--- src/rtl/password_lock_controller_pkg.sv ---
// Shared constants and types for the password lock controller.
// Holds the parameter defaults (digit count/width, fail limit, timeouts,
// reset code), the FSM state encoding and a counter-width helper.
package password_lock_controller_pkg;

  localparam int unsigned NUM_DIGITS_DEF    = 4;
  localparam int unsigned DIGIT_W_DEF       = 4;
  localparam int unsigned MAX_FAILS_DEF     = 3;
  localparam int unsigned LOCK_CYCLES_DEF   = 1000;
  localparam int unsigned UNLOCK_CYCLES_DEF = 500;
  localparam logic [15:0] DEFAULT_CODE_DEF  = 16'h1234;

  typedef enum logic [2:0] {
    ST_ENTRY    = 3'd0,
    ST_CHECK    = 3'd1,
    ST_UNLOCKED = 3'd2,
    ST_PROGRAM  = 3'd3,
    ST_LOCKOUT  = 3'd4
  } state_t;

  function automatic int unsigned max_u(input int unsigned a, input int unsigned b);
    return (a > b) ? a : b;
  endfunction

  // Bits needed to hold a down-counter starting at max_count-1.
  function automatic int unsigned cnt_width(input int unsigned max_count);
    return (max_count <= 2) ? 1 : $clog2(max_count);
  endfunction

endpackage

--- src/rtl/password_lock_controller_lock_timer.sv ---
// lock_timer: loadable down-counter that stops at zero.
// Ports:
//   new_clk    - clock
//   reset      - asynchronous active-high reset (count forced to 0)
//   load       - load load_value this cycle (wins over counting)
//   load_value - start value of the countdown
//   done       - high while the count is zero
module lock_timer
  import password_lock_controller_pkg::*;
#(
  parameter int unsigned W = 10
) (
  input  logic         new_clk,
  input  logic         reset,
  input  logic         load,
  input  logic [W-1:0] load_value,
  output logic         done
);

  logic [W-1:0] count;
  logic [W-1:0] count_nxt;

  // Next count: load has priority, otherwise decrement until zero.
  always_comb begin
    count_nxt = count;
    if (load) begin
      count_nxt = load_value;
    end else if (count != '0) begin
      count_nxt = count - W'(1);
    end
  end

  // Counter and registered zero flag.
  always_ff @(posedge new_clk or posedge reset) begin
    if (reset) begin
      count <= '0;
      done  <= 1'b1;
    end else begin
      count <= count_nxt;
      done  <= (count_nxt == '0);
    end
  end

endmodule

--- src/rtl/password_lock_controller.sv ---
// password_lock_controller: keypad code lock with lockout and code programming.
// Digits arrive one per enter_pulse; after NUM_DIGITS digits the buffer is
// compared with the stored code. A match unlocks for UNLOCK_CYCLES cycles,
// MAX_FAILS consecutive mismatches lock the keypad for LOCK_CYCLES cycles.
// While unlocked, enter_pulse with prog_req starts programming a new code.
// Ports:
//   new_clk     - clock
//   reset       - asynchronous active-high reset
//   enter_pulse - one-cycle digit strobe
//   digit_in    - digit value, sampled on enter_pulse
//   prog_req    - level request to reprogram (used only while unlocked)
//   digit_idx   - position of the next digit
//   unlocked    - high while unlocked
//   error       - one-cycle pulse per mismatch
//   locked_out  - high while locked out
//   prog_mode   - high while programming
//   fail_count  - consecutive mismatch count (saturating, MAX_FAILS <= 3)
module password_lock_controller
  import password_lock_controller_pkg::*;
#(
  parameter int unsigned NUM_DIGITS    = NUM_DIGITS_DEF,
  parameter int unsigned DIGIT_W       = DIGIT_W_DEF,
  parameter logic [NUM_DIGITS*DIGIT_W-1:0] DEFAULT_CODE = DEFAULT_CODE_DEF,
  parameter int unsigned MAX_FAILS     = MAX_FAILS_DEF,
  parameter int unsigned LOCK_CYCLES   = LOCK_CYCLES_DEF,
  parameter int unsigned UNLOCK_CYCLES = UNLOCK_CYCLES_DEF
) (
  input  logic               new_clk,
  input  logic               reset,
  input  logic               enter_pulse,
  input  logic [DIGIT_W-1:0] digit_in,
  input  logic               prog_req,
  output logic [1:0]         digit_idx,
  output logic               unlocked,
  output logic               error,
  output logic               locked_out,
  output logic               prog_mode,
  output logic [1:0]         fail_count
);

  localparam int unsigned CODE_W = NUM_DIGITS * DIGIT_W;
  localparam int unsigned IDX_W  = (NUM_DIGITS > 1) ? $clog2(NUM_DIGITS) : 1;
  localparam int unsigned TMR_W  = cnt_width(max_u(LOCK_CYCLES, UNLOCK_CYCLES));
  localparam logic [IDX_W-1:0] LAST_IDX = IDX_W'(NUM_DIGITS - 1);

  state_t state;
  state_t next_state;

  logic [IDX_W-1:0]  idx;
  logic [CODE_W-1:0] entry_buf;
  logic [CODE_W-1:0] stage_buf;
  logic [CODE_W-1:0] code;
  logic [CODE_W-1:0] entry_upd;
  logic [CODE_W-1:0] stage_upd;

  logic              last_digit;
  logic              match;
  logic [1:0]        fail_inc;

  logic              timer_load;
  logic [TMR_W-1:0]  timer_value;
  logic              timer_done;

  logic              unlocked_d;
  logic              error_d;
  logic              locked_out_d;
  logic              prog_mode_d;
  logic [1:0]        fail_d;

  // Replace digit slot i of a packed code; slot 0 occupies the top bits.
  function automatic logic [CODE_W-1:0] put_digit(input logic [CODE_W-1:0] b,
                                                   input logic [IDX_W-1:0]  i,
                                                   input logic [DIGIT_W-1:0] d);
    logic [CODE_W-1:0] r;
    r = b;
    for (int unsigned k = 0; k < NUM_DIGITS; k++) begin
      if (i == IDX_W'(k)) begin
        r[(NUM_DIGITS - 1 - k) * DIGIT_W +: DIGIT_W] = d;
      end
    end
    return r;
  endfunction

  assign last_digit = (idx == LAST_IDX);
  assign match      = (entry_buf == code);
  assign entry_upd  = put_digit(entry_buf, idx, digit_in);
  assign stage_upd  = put_digit(stage_buf, idx, digit_in);
  assign digit_idx  = 2'(idx);

  // Mismatch count after one more failure, saturating at MAX_FAILS.
  always_comb begin
    fail_inc = fail_count + 2'd1;
    if (({30'd0, fail_count} + 32'd1) >= MAX_FAILS) begin
      fail_inc = 2'(MAX_FAILS);
    end
  end

  lock_timer #(
    .W (TMR_W)
  ) u_lock_timer (
    .new_clk    (new_clk),
    .reset      (reset),
    .load       (timer_load),
    .load_value (timer_value),
    .done       (timer_done)
  );

  // State register.
  always_ff @(posedge new_clk or posedge reset) begin
    if (reset) begin
      state <= ST_ENTRY;
    end else begin
      state <= next_state;
    end
  end

  // Next-state logic.
  always_comb begin
    next_state = state;
    unique case (state)
      ST_ENTRY: begin
        if (enter_pulse && last_digit) begin
          next_state = ST_CHECK;
        end
      end
      ST_CHECK: begin
        if (match) begin
          next_state = ST_UNLOCKED;
        end else if (fail_inc == 2'(MAX_FAILS)) begin
          next_state = ST_LOCKOUT;
        end else begin
          next_state = ST_ENTRY;
        end
      end
      ST_UNLOCKED: begin
        // A keypress beats the relock timeout in the same cycle.
        if (enter_pulse) begin
          next_state = prog_req ? ST_PROGRAM : ST_ENTRY;
        end else if (timer_done) begin
          next_state = ST_ENTRY;
        end
      end
      ST_PROGRAM: begin
        if (enter_pulse && last_digit) begin
          next_state = ST_ENTRY;
        end
      end
      ST_LOCKOUT: begin
        if (timer_done) begin
          next_state = ST_ENTRY;
        end
      end
      default: next_state = ST_ENTRY;
    endcase
  end

  // Output/timer-control logic; flag outputs follow the state being entered.
  always_comb begin
    unlocked_d   = (next_state == ST_UNLOCKED);
    locked_out_d = (next_state == ST_LOCKOUT);
    prog_mode_d  = (next_state == ST_PROGRAM);
    error_d      = (state == ST_CHECK) && !match;
    fail_d       = fail_count;
    if (state == ST_CHECK) begin
      fail_d = match ? 2'd0 : fail_inc;
    end else if (state == ST_LOCKOUT && next_state == ST_ENTRY) begin
      fail_d = 2'd0;
    end
    // Timer is reloaded on every state change; zero outside the timed states
    // keeps it idle in ENTRY and PROGRAM.
    timer_load  = (next_state != state);
    timer_value = '0;
    if (next_state == ST_UNLOCKED) begin
      timer_value = TMR_W'(UNLOCK_CYCLES - 1);
    end else if (next_state == ST_LOCKOUT) begin
      timer_value = TMR_W'(LOCK_CYCLES - 1);
    end
  end

  // Output registers.
  always_ff @(posedge new_clk or posedge reset) begin
    if (reset) begin
      unlocked   <= 1'b0;
      error      <= 1'b0;
      locked_out <= 1'b0;
      prog_mode  <= 1'b0;
      fail_count <= 2'd0;
    end else begin
      unlocked   <= unlocked_d;
      error      <= error_d;
      locked_out <= locked_out_d;
      prog_mode  <= prog_mode_d;
      fail_count <= fail_d;
    end
  end

  // Digit index, entry/staging buffers and stored code.
  always_ff @(posedge new_clk or posedge reset) begin
    if (reset) begin
      idx       <= '0;
      entry_buf <= '0;
      stage_buf <= '0;
      code      <= DEFAULT_CODE;
    end else begin
      unique case (state)
        ST_ENTRY: begin
          if (enter_pulse) begin
            entry_buf <= entry_upd;
            idx       <= last_digit ? '0 : idx + IDX_W'(1);
          end
        end
        ST_CHECK: begin
          entry_buf <= '0;
        end
        ST_PROGRAM: begin
          if (enter_pulse) begin
            if (last_digit) begin
              code      <= stage_upd;
              stage_buf <= '0;
              idx       <= '0;
            end else begin
              stage_buf <= stage_upd;
              idx       <= idx + IDX_W'(1);
            end
          end
        end
        default: begin
          idx <= '0;
        end
      endcase
    end
  end

endmodule

--- config.mk ---
export PLATFORM = sky130hd
export DESIGN_NAME = password_lock_controller
export DESIGN_NICKNAME = d
export VERILOG_FILES = /design/src/rtl/password_lock_controller_pkg.sv /design/src/rtl/password_lock_controller_lock_timer.sv /design/src/rtl/password_lock_controller.sv
export SDC_FILE = /design/constraint.sdc
export NUM_CORES = 1
export LEC_CHECK = 0
export CORE_ASPECT_RATIO = 1.75
export CORE_MARGIN = 4
export CORE_UTILIZATION = 32
export DETAILED_ROUTE_END_ITERATION = 10
export SYNTH_ARGS = -nofsm -noshare
export SYNTH_HDL_FRONTEND = slang
export SYNTH_HIERARCHICAL = 1
export SYNTH_SLANG_ARGS = --single-unit
--- constraint.sdc ---
create_clock -name new_clk -period 5 [get_ports new_clk]
set_clock_uncertainty 0.15 [all_clocks]
set_input_delay 0.5 -clock new_clk [delete_from_list [all_inputs] [get_ports new_clk]]
set_output_delay 0.5 -clock new_clk [all_outputs]
set_load 0.1 [all_outputs]
==> impl_metrics.ini, run 1 <==
[global_routing]
track_usage = 0.1434
antenna_found_initial = 0
overflow = 0
grt_pass1_vias = 2869
grt_max_degree = 56
grt_pass1_wl_um = 14340

[logic_synthesis]
synth_area_um2 = 3485
synthArstFlopShare = 1.000
yosysWarnings = 6
synth_cell_types = 57
synthesis.area_per_instance_um2 = 9.653
synth_top_cell_by_area = dfrtp_1
yosysTopAreaCellShare = 0.4309
synth_top_cells_by_count = dfrtp_1 (60), nand2_1 (41), o21ai_0 (39), a22o_1 (20), clkbuf_1 (18)
yosysMostFrequentCell = dfrtp_1
synth_edf_count = 0
synth_seq_area_share = 0.4761
netlist_instances = 361
ys.flop_type = dfrtp_1
ys_top_cells_by_area = dfrtp_1 (43%), o21ai_0 (5.6%), a22o_1 (5.0%)
ys_ff_latch = 66

[clocking]
clkTransAtPathRegs_ns = 0.05
postCtsSetupBuffers = 0
clockRootBuffer = clkbuf_16
cts_htree_levels = 3
cts_sinks = 66
clkLatencyLatePin_ns = 0.34
tritoncts = built
cts_made_buffers = 9
cts.path.max_buffers = 2
hold_buffers = 0
cts.repair.resized = 0

[timing]
setup_tns_ns = 0
finalSetupViolCount = 0
hold_viol = 0
slew_headroom = 0.3222
slew_violations = 0
fin_crit_sh = 0.7185
rsz0062_at_grt = false
worstMarginPinSlew_ns = 1.014
period_minus_slack_ns = 3.593
timing.fmax_ghz = 0.2784

[floorplan]
die-area_um2 = 12690
dieWidth_um = 86.88
num_rows = 50
io_pins = 16
die_h_um = 146.0
core_um2 = 10700
initial_utilization = 0.3257

[setup_path]
reg2reg_slack_ns = 1.52
crit_arrival_ns = 3.71
ff2ff_path_depth = 11
reg2reg_to = u_lock_timer/done
cp.required_ns = 5.12
path_class = input port to register
crit_path_start_kind = input port
worstReg2RegStart = digit_idx[0]
critPathMaxFanout = 15
cp-end-kind = register

[cells_and_area]
syn_to_final_growth_pct = 14.58
fillers = 1035
fin_cells = 500
diodes = 0
drive_above_1_share = 0.1027
stdcell_area_um2 = 3993
fin_nets = 378

[outcome]
outcome = complete, no violations

[detailed_routing]
routed_wirelength_um = 8390
drt-vias-per-instance = 5.388
drt_iter0_markers = 156
firstDrtPassIters = 4
avgRoutedWirePerCell_um = 16.78
remaining_drc_errors = 0
routed-via-count = 2694
ant_nets = 0

[power]
peakVddDrop_v = 0.0003128
power.total_mw = 2.480
powerDensity_nw_per_um2 = 621.2
p_leak_nw = 1.804

[place]
dp_hpwl_um = 5977
postPlaceCellArea_um2 = 3705
place_congestion = 0.8871
port_buffers = 15
place_inst = 484

[hold_path]
hold_path_depth = 2
hold_end = stage_buf[8]
hold_path.class = register to register
hold_start = stage_buf[8]

[run]
drv_cap = 0
-- worst max-delay path, cell delays in order --
cell and delay [ns]:
clkdlybuf4s50_1 0.77, nor2b_1 0.29, a32oi_1 0.11, o21bai_1 0.18
o22ai_1 0.12, a221o_1 0.41, or3b_2 0.54, nor3_1 0.15
a31oi_1 0.06, a311o_1 0.33, and4b_1 0.24
-- cell type report --
| type | instances | area [µm²] | share of cell area |
|---|---|---|---|
| repair buffers | 16 | 157.7 | 0.03949 |
| inverters | 10 | 37.54 | 0.009401 |
| multi-input cells | 262 | 1688 | 0.4228 |
| clock buffers | 10 | 229.0 | 0.05735 |
| flip-flops and latches | 66 | 1659 | 0.4155 |
| well taps | 130 | 162.7 | 0.04074 |
| clock inverters | 6 | 58.81 | 0.01473 |
-- placed cells by master, fill, tap and decap left out, drive strengths merged, types with 3 or more instances in the layout --
| cell type | synthesis | routed |
|---|---|---|
| clkbuf | 18 | 10 |
| nor2b | 13 | 13 |
| clkdlybuf4s50 | 0 | 15 |
| xor2 | 16 | 16 |
| a21oi | 15 | 15 |
| a22o | 20 | 20 |
| o21ai | 41 | 41 |
| a31oi | 15 | 15 |
| nor4 | 8 | 8 |
| nor3 | 3 | 3 |
| inv | 10 | 10 |
| or3 | 4 | 4 |
| nor2 | 18 | 18 |
| o21bai | 3 | 3 |
| nand2 | 42 | 42 |
| and3 | 4 | 4 |
| or2 | 3 | 3 |
| clkinv | 0 | 5 |
| dfrtp | 60 | 60 |
| dfstp | 6 | 6 |
| nand2b | 8 | 8 |
| ha | 5 | 5 |
| mux2 | 6 | 6 |
| mux2i | 5 | 5 |
-- how the worst max path moves through the flow --
stage / startpoint / to / slack, ns
3_3_place_gp: enter_pulse / u_lock_timer/done / 1.22
5_1_grt: enter_pulse / u_lock_timer/done / 1.18
3_5_place_dp: enter_pulse / u_lock_timer/done / 1.13
6_report: enter_pulse / u_lock_timer/done / 1.41
2_1_floorplan: digit_idx[0] / u_lock_timer/done / 1.50
4_1_cts: enter_pulse / u_lock_timer/done / 1.47
-- per-stage QoR --
stage                       util  hold slack [ns]  worst slack, ns
after detailed placement  0.3463           0.3146            1.131
after floorplan                -           0.2017            1.496
after global routing      0.3732           0.3534            1.178
after CTS                 0.3732           0.3263            1.465
after global placement    0.3463           0.3060            1.222
final                     0.3732           0.3211            1.407
-- sequential cells by signal, summed over array words and instances, names as in the netlist --
name,cells
state,3
fail_count,2
code,16
error,1
u_lock_timer/count,10
locked_out,1
digit_idx,2
entry_buf,16
unlocked,1
prog_mode,1
stage_buf,12
u_lock_timer/done,1
-- cell families (layout without fill, tap and decap cells) --
family                     Yosys count  after routing  synth area share
and+or+nand+nor                    114            114            0.1777
xor gates and xnor gates            18             18           0.04524
AOI/OAI and AO/OA                  112            112            0.2075
other                                1              2          0.001076
adders and majority gates            5              5           0.01795
buffers and inverters               34             42           0.04057
DFF                                 66             66            0.4761
muxes                               11             11           0.03375
-- where the power goes --
part / switching (mW) / leakage [nW] / internal, mW
clock network: 0.230 / 0.146 / 0.383
registers: 0.154 / 0.808 / 0.679
logic: 0.643 / 0.850 / 0.392
total: 1.03 / 1.80 / 1.45
-- per-layer routing --
metal,routed length [µm],global-route usage,vias up
li1,-,-,1303
met1,3467,0.1661,1330
met2,4450,0.2492,46
met3,272,0.02823,15
met4,199,0.06318,0
met5,0,0,-
(Power assumes the default switching activity.)
==> run 2, diff against run 1 <==
clock period = 3.2 ns   (was 5 ns; I/O delays follow)
==> impl_metrics.ini, run 2 (synthesis gave the netlist of run 1 again) <==
[global_routing]
grt_max_degree = 27
grt_pass1_vias = 2741
track_usage = 0.1423
antenna_found_initial = 0
grt_pass1_wl_um = 14050
overflow = 0

[setup_path]
cp_slowest_cell = dfstp_2
cp.required_ns = 3.32
worstReg2RegStart = code[12]
cp_cell_sequence = xor2_1, nor4_2, nand4_1, nor2b_4, a221o_1, or3b_4, nor3_2, a31oi_1, a311o_1, and4b_1
critPathMaxFanout = 3
max_stage_delay_ns = 0.55
crit_arrival_ns = 3.13
path_class = register to register
cp-endpoint = u_lock_timer/done
crit_path_start_kind = register
reg2reg_slack_ns = 0.20
cp-end-kind = register
reg2reg_to = u_lock_timer/done
ff2ff_path_depth = 10
crit_start = code[12]

[detailed_routing]
drt-vias-per-instance = 5.273
remaining_drc_errors = 0
firstDrtPassIters = 4
ant_nets = 0
drt_iter0_markers = 165
avgRoutedWirePerCell_um = 16.33
routed_wirelength_um = 8441
routed-via-count = 2726

[cells_and_area]
layout_commonest_cell = dfrtp_1
drive_above_1_share = 0.1628
stdcell_area_um2 = 4116
multiInputGateArea_um2 = 1698
diodes = 0
fillers = 1053
reg.largest.list = code x16, entry_buf x16, stage_buf x12
fin_nets = 395
syn_to_final_growth_pct = 18.13
seqCellArea_um2 = 1662
fin_cells = 517
final_cell_mix = dfrtp_1 (58), nand2_1 (41), o21ai_0 (39)

[hold_path]
hold_path.class = input port to async pin

[clocking]
cts_sinks = 66
clkTransAtPathRegs_ns = 0.05
clockRootBuffer = clkbuf_16
clkLatencyLatePin_ns = 0.33
tritoncts = built
cts_made_buffers = 9
cts.path.max_buffers = 2
cts_htree_levels = 3
hold_buffers = 0

[floorplan]
die_h_um = 146.0
num_rows = 50
core_um2 = 10700
initial_utilization = 0.3257
dieWidth_um = 86.88
die-area_um2 = 12690
io_pins = 16

[power]
p_leak_nw = 1.888
p_comb_frac = 0.429
pwr-share-clk = 0.239
peakVddDrop_v = 0.0004858
p_int_mw = 2.301
p_seq_frac = 0.332
powerDensity_nw_per_um2 = 942.2
p_sw_frac = 0.4067
switching_power_mw = 1.577

[place]
dp_hpwl_um = 6142
postPlaceCellArea_um2 = 3825
place_inst = 501
dp_slack_ns = -0.01548
place_congestion = 0.8492
port_buffers = 15

[timing]
fin_crit_sh = 0.9388
worstMarginPinSlew_ns = 0.9744
period_minus_slack_ns = 3.004
hold_viol = 0
slew_violations = 0
finalWorstSetupSlack_ns = 0.1958
timing.fmax_ghz = 0.3329
setup_tns_ns = 0
slew_headroom = 0.3483
finalSetupViolCount = 0
rsz0062_at_grt = false
hold_slack_ns = 0.1976

[run]
drv_cap = 0

[outcome]
outcome = complete, no violations
## run 2: cell types whose count changed in the layout (fill, tap and decap cells not counted), moves of 2 or more
cell and delta:
clkdlybuf4s50_1 -5, clkbuf_8 +3, buf_4 +22, clkinv_2 -2
dfrtp_1 -2, dfrtp_2 +2
## run 2: power by group through the flow
stage / combinational (mW) / sequential (mW) / clock [mW]
4_1_cts: 1.67 / 1.28 / 0.945
3_5_place_dp: 1.67 / 1.30 / 0
3_3_place_gp: 1.64 / 1.29 / 0
6_report: 1.66 / 1.29 / 0.927
5_1_grt: 1.83 / 1.32 / 0.980
2_1_floorplan: 1.08 / 1.45 / 0
## run 2: critical path, delay by kind of cell (launching register included)
family | cells | cell delay, ns
DFF | 1 | 0.55
and+or+nand+nor | 6 | 1.41
AOI/OAI and AO/OA | 3 | 0.77
xor gates and xnor gates | 1 | 0.08
## run 2: timing repair
action	4_1_cts	5_1_grt
endpoints found under the setup margin	0	1
gates resized for setup	0	2
buffers inserted	0	0
hold endpoints to repair	0	0
## run 2: per-stage QoR
stage / total power, mW / utilization
5_1_grt: 4.134 / 0.3848
3_5_place_dp: 2.961 / 0.3575
4_1_cts: 3.897 / 0.3841
2_1_floorplan: 2.530 / -
6_report: 3.879 / 0.3848
3_3_place_gp: 2.936 / 0.3575
## run 2: worst min-delay path by stage
| stage | end | slack, ns | startpoint | cells after the start |
|---|---|---|---|---|
| floorplan | u_lock_timer/count[0] | 0.02 | reset | 1 |
| global placement | stage_buf[4] | 0.31 | stage_buf[4] | 2 |
| detailed placement | stage_buf[10] | 0.32 | stage_buf[10] | 2 |
| CTS | u_lock_timer/count[5] | 0.21 | reset | 2 |
| global route | u_lock_timer/count[5] | 0.25 | reset | 2 |
| finish | u_lock_timer/count[5] | 0.20 | reset | 2 |
## run 2: per-layer routing
layer	GRT usage	vias to the layer above	wire length, µm
li1	-	1330	-
met1	0.1711	1312	3449
met2	0.2359	60	4381
met3	0.03275	24	349
met4	0.06552	0	261
met5	0	-	0
## run 2: layout make-up
class	count	share of cell area
clock buffer	14	0.06657
timing repair buffer	33	0.06626
tap	130	0.03951
inverter	10	0.009119
clock inverter	2	0.002432
multi-input combinational	262	0.4125
sequential	66	0.4036
==> run 3, diff against run 2 <==
GPL_TIMING_DRIVEN = 0   (was unset)
==> impl_metrics.ini, run 3 (synthesis gave the netlist of run 1 again) <==
[cells_and_area]
layout_commonest_cell = dfrtp_1
reg.largest.list = code x16, entry_buf x16, stage_buf x12
syn_to_final_growth_pct = 19.64
stdcell_area_um2 = 4169
final_cell_mix = dfrtp_1 (58), nand2_1 (41), o21ai_0 (39)
drive_above_1_share = 0.1342
diodes = 0
fin_util = 0.3897
fin_nets = 403
fillers = 1046

[timing]
finalSetupViolCount = 0
hold_viol = 0
worstMarginPinSlew_ns = 0.9929
fin_crit_sh = 0.9680
slew_violations = 0
rsz0062_at_grt = false
slew_headroom = 0.3360
setup_tns_ns = 0
timing.fmax_ghz = 0.3228
period_minus_slack_ns = 3.098

[setup_path]
crit_arrival_ns = 3.22
path_class = register to register
cp_cell_sequence = xor2_1, nor4_2, nand4_1, nor2b_4, buf_6, a221o_2, or3b_4, nor3_2, a31oi_1, a311o_1, and4b_1
crit_path_start_kind = register
crit_family = simple AND/OR/NAND/NOR gates
cp.required_ns = 3.33
max_stage_delay_ns = 0.57
cp-end-kind = register
path_buf_inv = 1
critPathMaxFanout = 6
cp_slowest_cell = dfstp_2

[place]
place_congestion = 0.8123
postPlaceCellArea_um2 = 3816
dp_hpwl_um = 6750
port_buffers = 14

[floorplan]
die-area_um2 = 12690
dieWidth_um = 86.88
num_rows = 50
io_pins = 16
die_h_um = 146.0
initial_utilization = 0.3257
core_um2 = 10700

[detailed_routing]
drt-vias-per-instance = 5.448
firstDrtPassIters = 4
routed_wirelength_um = 9260
drt_iter0_markers = 129
avgRoutedWirePerCell_um = 17.64
routed-via-count = 2860
remaining_drc_errors = 0
ant_nets = 0

[power]
switching_power_mw = 1.680
p_int_mw = 2.426
p_sw_frac = 0.4092
peakVddDrop_v = 0.0004154
p_leak_nw = 1.878
powerDensity_nw_per_um2 = 985.0
pwr-share-clk = 0.266
p_comb_frac = 0.424
p_seq_frac = 0.310

[hold_path]
hold_path.class = input port to async pin

[clocking]
hold_buffers = 0
tritoncts = built
clkLatencyLatePin_ns = 0.34
cts_made_buffers = 9
clkTransAtPathRegs_ns = 0.06
clockRootBuffer = clkbuf_16
cts.path.max_buffers = 2
cts_htree_levels = 3
cts_sinks = 66

[global_routing]
grt_pass1_vias = 3008
overflow = 0
grt_max_degree = 40
antenna_found_initial = 0
grt_pass1_wl_um = 15260
track_usage = 0.1553

[run]
drv_cap = 0

[outcome]
outcome = complete, no violations
run 3: stage by stage:
step	power, mW	worst slack [ns]	hold slack [ns]	cells
after floorplan	2.530	0.02939	0.02172	362
after global placement	2.949	-0.5754	0.3068	506
final	4.106	0.1023	0.1698	525
after detailed placement	2.989	-0.5750	0.3164	507
after CTS	4.122	0.05776	0.1724	525
after global routing	4.348	0.01440	0.2355	525
run 3: power by group through the flow:
stage	clock, mW	sequential (mW)	combinational [mW]
after floorplan	0	1.45	1.08
after global placement	0	1.28	1.67
after detailed placement	0	1.28	1.71
after CTS	1.11	1.27	1.74
after global routing	1.14	1.30	1.91
final	1.09	1.27	1.74
run 3: what timing repair did:
item | in CTS | in global routing
buffers inserted | 2 | 0
gates resized for setup | 4 | 0
setup endpoints to repair | 1 | 1
pin swaps | 3 | 6
gates cloned | 0 | 0
run 3: path summary, 6_finish.rpt:
| check | from | end | slack (ns) | depth (start not counted) |
|---|---|---|---|---|
| min in group new_clk | stage_buf[4] | stage_buf[4] | 0.32 | 2 |
| min reg2reg | stage_buf[4] | stage_buf[4] | 0.32 | 2 |
| max reg2reg | code[5] | u_lock_timer/done | 0.10 | 11 |
| min | reset | stage_buf[15] | 0.17 | 2 |
| max in group asynchronous | reset | code[2] | 2.11 | 3 |
| max | code[5] | u_lock_timer/done | 0.10 | 11 |
run 3: routing by layer:
layer,global-route usage,routed length (µm)
met1,0.1710,3655
met4,0.07956,361
met2,0.2728,4976
met5,0,0
met3,0.03219,267
run 3: layout make-up:
cell class | count | area, µm² | area share
multi-input cells | 262 | 1699 | 0.4076
plain buffers | 24 | 105.1 | 0.02521
clock buffers | 10 | 239.0 | 0.05732
flip-flops and latches | 66 | 1662 | 0.3986
clock inverters | 6 | 88.84 | 0.02131
inverters | 10 | 37.54 | 0.009004
repair buffers | 17 | 175.2 | 0.04202
well taps | 130 | 162.7 | 0.03902
